===== config.mk =====
export PLATFORM = sky130hd
export DESIGN_NAME = sprite_eval
export DESIGN_NICKNAME = d
export VERILOG_FILES = /design/src/rtl/sprite_pkg.sv /design/src/rtl/sprite_range_cmp.sv /design/src/rtl/sprite_eval.sv
export SDC_FILE = /design/constraint.sdc
export NUM_CORES = 1
export LEC_CHECK = 0
export ABC_CLOCK_PERIOD_IN_PS = 12600
export CAP_MARGIN = 20
export CORE_MARGIN = 1
export CORE_UTILIZATION = 59
export CTS_BUF_LIST = sky130_fd_sc_hd__clkbuf_4 sky130_fd_sc_hd__clkbuf_8
export DETAILED_ROUTE_END_ITERATION = 16
export PLACE_DENSITY = 0.81
export RECOVER_POWER = 100
export SYNTH_ARGS = -nofsm -noshare
export SYNTH_HDL_FRONTEND = slang
export SYNTH_SLANG_ARGS = --single-unit

===== constraint.sdc =====
create_clock -name clk -period 12.6 [get_ports clk]
set_input_delay 1.26 -clock clk [delete_from_list [all_inputs] [get_ports clk]]
set_output_delay 1.26 -clock clk [all_outputs]
set_load 0.005 [all_outputs]

===== src/rtl/sprite_pkg.sv =====
// Shared definitions for the per-scanline sprite evaluator: object word
// field layout, sprite heights, secondary-buffer fill value and FSM states.
package sprite_pkg;

   localparam int unsigned NUM_OBJECTS = 64;
   localparam int unsigned ADDR_W      = 6;
   localparam int unsigned MAX_SPRITES = 8;
   localparam int unsigned SEL_W       = 3;
   localparam int unsigned CNT_W       = SEL_W + 1;

   // Object word layout: {X[31:24], attr[23:16], tile[15:8], Y[7:0]}
   localparam int unsigned Y_LSB    = 0;
   localparam int unsigned Y_MSB    = 7;
   localparam int unsigned TILE_LSB = 8;
   localparam int unsigned TILE_MSB = 15;
   localparam int unsigned ATTR_LSB = 16;
   localparam int unsigned ATTR_MSB = 23;
   localparam int unsigned X_LSB    = 24;
   localparam int unsigned X_MSB    = 31;

   localparam int unsigned HEIGHT_8  = 8;
   localparam int unsigned HEIGHT_16 = 16;

   // Returned for secondary slots that hold no selected sprite
   localparam logic [31:0] SEC_FILL = 32'hFFFF_FFFF;

   typedef enum logic [1:0] {
      ST_IDLE  = 2'd0,
      ST_SCAN  = 2'd1,
      ST_DRAIN = 2'd2,
      ST_FIN   = 2'd3
   } state_e;

   // Secondary buffer entry: {X, attr, tile, 4'b0, row}
   typedef struct packed {
      logic [7:0] x;
      logic [7:0] attr;
      logic [7:0] tile;
      logic [3:0] pad;
      logic [3:0] row;
   } sec_entry_t;

endpackage


===== src/rtl/sprite_range_cmp.sv =====
// Vertical range test for one object against the target scanline.
//   scanline_i  : target scanline
//   y_i         : object top row
//   sprite_16_i : 0 = 8-row sprites, 1 = 16-row sprites
//   in_range_o  : object covers the scanline (no wrap-around)
//   row_o       : row within the sprite, scanline - Y
module sprite_range_cmp
   import sprite_pkg::*;
(
   input  logic [7:0] scanline_i,
   input  logic [7:0] y_i,
   input  logic       sprite_16_i,
   output logic       in_range_o,
   output logic [3:0] row_o
);

   logic [8:0] diff;
   logic [8:0] height;

   // A borrow (diff[8]) means Y is below the scanline: never in range
   always_comb begin
      diff       = {1'b0, scanline_i} - {1'b0, y_i};
      height     = sprite_16_i ? 9'(HEIGHT_16) : 9'(HEIGHT_8);
      in_range_o = ~diff[8] && (diff < height);
      row_o      = diff[3:0];
   end

endmodule


===== src/rtl/sprite_eval.sv =====
// Per-scanline sprite evaluator. On start it reads all objects from the
// object attribute memory in index order and keeps the first MAX_SPRITES
// that cover the requested scanline in a secondary buffer.
//   clk, rst          : clock, asynchronous active-high reset
//   start             : begin evaluation (ignored unless idle)
//   scanline,sprite_16: evaluation parameters, sampled on accepted start
//   oam_en/rw/addr    : object memory read port; oam_data arrives 1 cycle later
//   busy, done        : evaluation in progress / one-cycle completion pulse
//   sprite_count, overflow, sprite0_in : selection results
//   sec_rd_addr/data  : secondary buffer read port, 1-cycle latency
module sprite_eval
   import sprite_pkg::*;
(
   input  logic              clk,
   input  logic              rst,
   input  logic              start,
   input  logic [7:0]        scanline,
   input  logic              sprite_16,
   output logic              oam_en,
   output logic              oam_rw,
   output logic [ADDR_W-1:0] oam_addr,
   input  logic [31:0]       oam_data,
   output logic              busy,
   output logic              done,
   output logic [CNT_W-1:0]  sprite_count,
   output logic              overflow,
   output logic              sprite0_in,
   input  logic [SEL_W-1:0]  sec_rd_addr,
   output logic [31:0]       sec_rd_data
);

   state_e                  state_q, state_d;
   logic [ADDR_W-1:0]       addr_q, addr_d;
   logic                    en_q, en_d;
   logic                    busy_q, busy_d;
   logic                    done_q, done_d;
   logic [7:0]              line_q;
   logic                    s16_q;
   logic                    cmp_vld_q;
   logic [ADDR_W-1:0]       cmp_idx_q;
   logic [CNT_W-1:0]        cnt_q, cnt_d;
   logic                    ovf_q, ovf_d;
   logic                    s0_q, s0_d;
   logic [MAX_SPRITES-1:0]  valid_q, valid_d;
   sec_entry_t              buf_q [MAX_SPRITES];
   logic                    wr_en;
   logic [SEL_W-1:0]        wr_idx;
   sec_entry_t              wr_entry;
   logic [31:0]             rd_q;
   logic                    accept;
   logic                    in_range;
   logic [3:0]              row;

   assign accept = (state_q == ST_IDLE) && start;

   sprite_range_cmp u_cmp (
      .scanline_i  (line_q),
      .y_i         (oam_data[Y_MSB:Y_LSB]),
      .sprite_16_i (s16_q),
      .in_range_o  (in_range),
      .row_o       (row)
   );

   // Sequencer: issues addresses 0..63, holds enable through DRAIN, pulses done in FIN
   always_comb begin
      state_d = state_q;
      addr_d  = addr_q;
      en_d    = 1'b0;
      busy_d  = 1'b0;
      done_d  = 1'b0;
      case (state_q)
         ST_IDLE: begin
            if (start) begin
               state_d = ST_SCAN;
               addr_d  = '0;
               en_d    = 1'b1;
               busy_d  = 1'b1;
            end
         end
         ST_SCAN: begin
            en_d   = 1'b1;
            busy_d = 1'b1;
            if (addr_q == ADDR_W'(NUM_OBJECTS - 1)) begin
               state_d = ST_DRAIN;
            end else begin
               addr_d = addr_q + 1'b1;
            end
         end
         ST_DRAIN: begin
            state_d = ST_FIN;
            done_d  = 1'b1;
         end
         ST_FIN: begin
            state_d = ST_IDLE;
         end
         default: begin
            state_d = ST_IDLE;
         end
      endcase
   end

   always_ff @(posedge clk or posedge rst) begin
      if (rst) begin
         state_q <= ST_IDLE;
         addr_q  <= '0;
         en_q    <= 1'b0;
         busy_q  <= 1'b0;
         done_q  <= 1'b0;
      end else begin
         state_q <= state_d;
         addr_q  <= addr_d;
         en_q    <= en_d;
         busy_q  <= busy_d;
         done_q  <= done_d;
      end
   end

   // Evaluation parameters and the one-cycle-delayed compare slot
   always_ff @(posedge clk or posedge rst) begin
      if (rst) begin
         line_q    <= '0;
         s16_q     <= 1'b0;
         cmp_vld_q <= 1'b0;
         cmp_idx_q <= '0;
      end else begin
         if (accept) begin
            line_q <= scanline;
            s16_q  <= sprite_16;
         end
         cmp_vld_q <= (state_q == ST_SCAN);
         cmp_idx_q <= addr_q;
      end
   end

   // Selection: first MAX_SPRITES hits fill the buffer, further hits flag overflow
   always_comb begin
      cnt_d    = cnt_q;
      ovf_d    = ovf_q;
      s0_d     = s0_q;
      valid_d  = valid_q;
      wr_en    = 1'b0;
      wr_idx   = cnt_q[SEL_W-1:0];
      wr_entry = '{x:    oam_data[X_MSB:X_LSB],
                   attr: oam_data[ATTR_MSB:ATTR_LSB],
                   tile: oam_data[TILE_MSB:TILE_LSB],
                   pad:  4'b0,
                   row:  row};
      if (accept) begin
         cnt_d   = '0;
         ovf_d   = 1'b0;
         s0_d    = 1'b0;
         valid_d = '0;
      end else if (cmp_vld_q && in_range) begin
         if (cnt_q < CNT_W'(MAX_SPRITES)) begin
            wr_en           = 1'b1;
            valid_d[wr_idx] = 1'b1;
            cnt_d           = cnt_q + 1'b1;
            if (cmp_idx_q == '0) begin
               s0_d = 1'b1;
            end
         end else begin
            ovf_d = 1'b1;
         end
      end
   end

   always_ff @(posedge clk or posedge rst) begin
      if (rst) begin
         cnt_q   <= '0;
         ovf_q   <= 1'b0;
         s0_q    <= 1'b0;
         valid_q <= '0;
      end else begin
         cnt_q   <= cnt_d;
         ovf_q   <= ovf_d;
         s0_q    <= s0_d;
         valid_q <= valid_d;
      end
   end

   // Entry storage needs no reset: every read is gated by its valid bit
   always_ff @(posedge clk) begin
      if (wr_en) begin
         buf_q[wr_idx] <= wr_entry;
      end
   end

   always_ff @(posedge clk or posedge rst) begin
      if (rst) begin
         rd_q <= SEC_FILL;
      end else begin
         rd_q <= valid_q[sec_rd_addr] ? buf_q[sec_rd_addr] : SEC_FILL;
      end
   end

   assign oam_en       = en_q;
   assign oam_rw       = 1'b0;
   assign oam_addr     = addr_q;
   assign busy         = busy_q;
   assign done         = done_q;
   assign sprite_count = cnt_q;
   assign overflow     = ovf_q;
   assign sprite0_in   = s0_q;
   assign sec_rd_data  = rd_q;

endmodule


After elaboration in Yosys (flattened, before gate mapping)
Memory sizes are Yosys's and may differ from the RTL's. Cells that the tools add are included.

Bits in registers: 72. Latch bits: 0. RAM bits: 224. Bits in read-only memories: 0. Input bits: 47. Output and inout port bits: 48. Word-level logic and storage cells: 80. Memories: 1.

Add/subtract/negate cells: 3. Multipliers: 0. Divide/modulo/power cells: 0. Magnitude comparators: 5. Eq/ne operators: 8. Shifts and indexed selects: 0. Muxes and demuxes: 33. Bitwise gates (word level): 2. Reductions and logical operators: 15.

Memories: buf_q (depth 8, bits a word 28, read ports 1, clocked after Yosys merged registers in 0, wr ports 1, RTL line sprite_eval.sv:45) `sec_entry_t buf_q [MAX_SPRITES];`.

Operators with widths (count): $mux W32 (1); $mux W8 (3); $mux W1 (16); $mux W4 (3); $mux W6 (2); $pmux W6 S2 (1); $lt A9 B9 Y1 (1); $sub A8 B8 Y9 (1); $lt A3 B4 Y1 const B (2); $ne A2 B2 Y1 const B (4); $or A8 B8 Y8 (1); $pmux W2 S4 (1); $reduce_bool A2 Y1 (4); $add A6 B1 Y6 const B (1); $eq A6 B6 Y1 const B (1); $logic_not A6 Y1 (1); $reduce_and A2 Y1 (3); $reduce_and A3 Y1 (2); $mux W5 (1); $add A4 B1 Y4 const B (1); $eq A2 B2 Y1 const B (2); $logic_and A1 B1 Y1 (4); $lt A4 B4 Y1 const B (1); $mux W2 (2); other kinds (7) (7).

Depth between registers and ports, before layout
Word-level depth: 8. Gate-level depth with buffers: 13. Gate-level depth less buffers: 12.

Cells and area by module
Synthesis repeated with hierarchy kept, for this count alone.

Cells, all modules: 618. Area, all modules: 11467.2 um2.

By module, submodules not included: sprite_eval (instances 1, cells each 560, area each 11063.1 um2, seq. area each 8489.4 um2); sprite_range_cmp (instances 1, cells each 58, area each 404.1 um2, seq. area each 0.0 um2).

Worst setup path after synthesis
OpenSTA, ideal clock, no wires.

Path type: input-to-reg. From: in oam_data[0]. To: mem buf_q[0][0] in the netlist's numbering, enable pin. Library setup time: 0.484 ns. Data arrival time: 6.061 ns. Data required time: 12.116 ns. Setup slack: 6.055 ns. Stages on the path: 12. Cell sequence: ha_1 fa_1 nor2b_1 o21ai_0 nor2b_1 xnor2_1 ha_1 a211o_1 a211oi_4 nand2_2 buf_6 nor4_1.

Longest elaborated chain between the ends: 8.

Ends and longest elaborated chain: start, declared (RTL line sprite_eval.sv:22) `input logic [31:0] oam_data,`; $sub A8 B8 Y9 * (RTL line sprite_range_cmp.sv:22) `diff = {1'b0, scanline_i} - {1'b0, y_i};`; $lt A9 B9 Y1 or $not A1 Y1 (tied branches) (RTL line sprite_range_cmp.sv:24) `in_range_o = ~diff[8] && (diff < height);`; $logic_and A1 B1 Y1 * (RTL line sprite_range_cmp.sv:24); $logic_and A1 B1 Y1 * (RTL line sprite_eval.sv:153) `end else if (cmp_vld_q && in_range) begin`; $mux W1 * (RTL line sprite_eval.sv:153); $mux W1 * (RTL line sprite_eval.sv:148) `if (accept) begin`; $mux W1 * (RTL line sprite_eval.sv:183) `if (wr_en) begin`; $mux W1 (not written as such) * (RTL line sprite_eval.sv:184) `buf_q[wr_idx] <= wr_entry;`; end, declared (RTL line sprite_eval.sv:45).

Every way passes the cells marked *; elsewhere a longest branch is shown, timed or not.

Worst setup path in the final report
From: in sec_rd_addr[0]. To: reg rd_q[10], in the netlist sec_rd_data[10].

Longest elaborated chain between the ends: 3.

Ends and longest elaborated chain: start, declared (RTL line sprite_eval.sv:28) `input logic [SEL_W-1:0] sec_rd_addr,`; $bmux W1 S3 (RTL line sprite_eval.sv:192) `rd_q <= valid_q[sec_rd_addr] ? buf_q[sec_rd_addr] : SEC_FILL;`; $mux W1 (not written as such) (RTL line sprite_eval.sv:192); $mux W32 * (RTL line sprite_eval.sv:192); end signal, assigned (RTL line sprite_eval.sv:192); end, declared (RTL line sprite_eval.sv:49) `logic [31:0] rd_q;`.

Every way passes the cells marked *; elsewhere a longest branch is shown, timed or not. The select of a mux whose other input is x is not followed. A chain may end at the register's enable or synchronous reset.

==> impl_metrics.tcl <==
set metrics [dict create \
    status "finished with violations" \
    violations "capacitance limit, slew limit" \
    drt-total-wl_um 21500 \
    firstDrtPassIters 4 \
    synthCells 661 \
    diodes 0 \
    grt_pass1_wl_um 34500 \
    powerDensity_nw_per_um2 143 \
    crit_arrival_ps 6930 \
    cp-end-kind "register" \
    drt_iter0_drc 369 \
    cts_resized 0 \
    start_kind "input port" \
    overflow 0 \
    synth_nets 724 \
    ys_seq_area_share_pct 73.8 \
    area_growth_pct 18.3 \
    ctsHtreeMaxLevel 2 \
    port_buffers 93 \
    finalWeightedCongestion 0.842 \
    antenna_found_initial 1 \
    post_cts_buffers 0 \
    finalSetupViolCount 0 \
    synth-edff-count 224 \
    row_count 50 \
    layout.nets 841 \
    hp-class "reg -> reg" \
    synthArstFlopShare_pct 23.5 \
    rsz0062_at_grt "no" \
    clk_latency_ps 550 \
    slowest_delay_ps 2230 \
    cp.required_ps 13050 \
    crit_path_frequent_cell "clkbuf_1" \
    peakVddDrop_v 0.0000803 \
    drc 0 \
    wl_per_cell_um 20.1 \
    final_core_util_pct 72.0 \
    grt_pass1_vias 6585 \
    post-route-min-period_ps 6490 \
    cts_tree "built" \
    coreArea_um2 18900 \
    numCtsBuffers 46 \
    vias 6166 \
    cp_top_family "buffers and inverters" \
    yosys_warnings 0 \
    antenna_left 0 \
    ys_types 50 \
    ys_ff_latch 293 \
    io-pin-count 95 \
    start_util_pct 60.9 \
    clock_sinks 293 \
    postCtsHoldBufs 0 \
    avgSynthCellArea_um2 17.4 \
    synth_flop_cell "edfxtp_1" \
    critPathMaxFanout 36 \
    cts.path.max_buffers 3 \
    maxCapViolations 12 \
    syn_area_um2 11500 \
    root_buffer "clkbuf_8" \
    path_clk_slew_ps 60 \
    dieHeight_um 142 \
    drive_gt1_share_pct 22.5 \
    grt_usage_pct 22.9 \
    finalCritPeriodShare_pct 51.5 \
    p_leak_nw 4.67 \
    viasPerCell 5.75 \
    slew_violations 395 \
    critPathSlowestCell "clkbuf_1" \
    hpwlAfterDp_um 12200 \
    fin_worst_skew_ps 17.4 \
    tns_ps 0 \
    path_cells "clkbuf_1, clkbuf_1, nand2_1, o21ai_0, clkbuf_1, nor2_1, a21oi_1" \
    crit_type "in -> reg" \
    worst_pin_slew_ps 3900 \
    dieArea_um2 20100 \
    relSlewSlack_pct -160 \
    hold_viol_final 0 \
    max_freq_mhz 154 \
    grt_max_degree 70 \
    crit_buf_inv 3 \
    die_x_um 142 \
]
-- placed cells by master (no fill, tap or decap), types with 13 or more instances in the layout --
cell and n:
edfxtp_1 224, dlygate4sd3_1 75, mux4_2 56, clkbuf_8 52
nand2_1 41, a21oi_1 40, dfrtp_1 40, nor2_1 36
nor3_1 34, dfstp_2 29, clkbuf_4 19, inv_1 16
ha_1 15, clkdlybuf4s50_1 15, o21ai_0 13
-- state kept, by name (all words and copies together) (netlist names) --
name / cells
cmp_vld_q: 1
oam_addr: 6
buf_q: 224
valid_q: 8
line_q: 8
sprite0_in: 1
done: 1
sec_rd_data: 29
cmp_idx_q: 6
busy: 1
overflow: 1
sprite_count: 4
s16_q: 1
state_q: 2
-- area by class of cell --
cell class	count	area, um2
sequential	293	8490
timing repair buffer	107	998
clock buffer	71	858
multi-input combinational	313	2780
fill	1195	5300
tap	260	325
inverter	17	63.8
clock inverter	12	81.3
-- metal layers --
layer | track usage (%) | part of all wire [%] | vias to the layer above
met5 | 0 | 0.056 | -
met1 | 29.9 | 42 | 3140
met3 | 4.35 | 5.0 | 32
met2 | 39.0 | 52 | 199
met4 | 7.75 | 1.3 | 2
li1 | - | - | 2793
-- cells in the mapped netlist, drive strengths merged, types with 7 or more instances --
library cell	count	share of area, %
edfxtp	224	58
mux4	56	11
nand2	41	1.4
a21oi	40	1.7
dfrtp	40	8.7
nor2	36	1.2
nor3	35	1.5
dfstp	29	6.6
clkbuf	23	0.75
inv	17	0.55
buf	15	0.73
ha	15	1.6
o21ai	15	0.65
o31ai	8	0.52
nand3	7	0.30
-- power breakdown --
group          total, mW  switching, mW  leakage [nW]  internal (mW)
sequential          1.05        0.00113          2.81           1.05
clock              0.800          0.346         0.511          0.454
combinational     0.0875         0.0461          1.34         0.0414
total               1.94          0.394          4.67           1.55
-- through the flow --
step / power, mW / std cells / area (um2) / hold slack [ps] / setup WS, ps
finish: 1.94 / 1073 / 13600 / 474 / 6110
global route: 2.00 / 1073 / 13600 / 481 / 5210
CTS: 1.96 / 1072 / 13700 / 466 / 8020
detailed placement: 1.16 / 989 / 12700 / 451 / 7460
global placement: 1.16 / 989 / 12700 / 437 / 7690
floorplan: 1.12 / 661 / 11500 / 432 / 6060
-- worst reg2reg max path: stages (launching register included) --
cell,delay (ps)
dfrtp_1,320
inv_1,50
ha_1,210
fa_1,410
nor2b_1,200
o21ai_0,110
nor2b_1,170
xnor2_1,130
ha_1,190
a211o_1,280
a211oi_1,590
nand2_1,410
nor4_1,400
clkbuf_1,1450
-- path summary, 6_finish.rpt --
path | slack (ps) | endpoint | cells past startpoint | from
min reg2reg | 470 | cmp_idx_q[5] | 0 | oam_addr[5]
max in group asynchronous | 7720 | line_q[3] | 3 | rst
min in group asynchronous | 2690 | oam_addr[2] | 3 | rst
min | 470 | cmp_idx_q[5] | 0 | oam_addr[5]
max reg2reg | 7250 | buf_q[0][22] | 13 | line_q[0]
max | 6110 | sec_rd_data[10] | 7 | sec_rd_addr[0]
-- logic make-up (layout without fill, tap and decap cells) --
group	after synthesis	in the layout	share of synthesized area, %
buf+inv	55	207	2.03
mux	64	64	11.7
compound gates	80	80	4.23
other cells	1	1	0.0326
fa+ha+maj	16	16	1.81
flops	293	293	73.8
xor+xnor	5	5	0.381
simple gates	147	147	5.96
No activity file was read; power rests on OpenSTA's default activity.
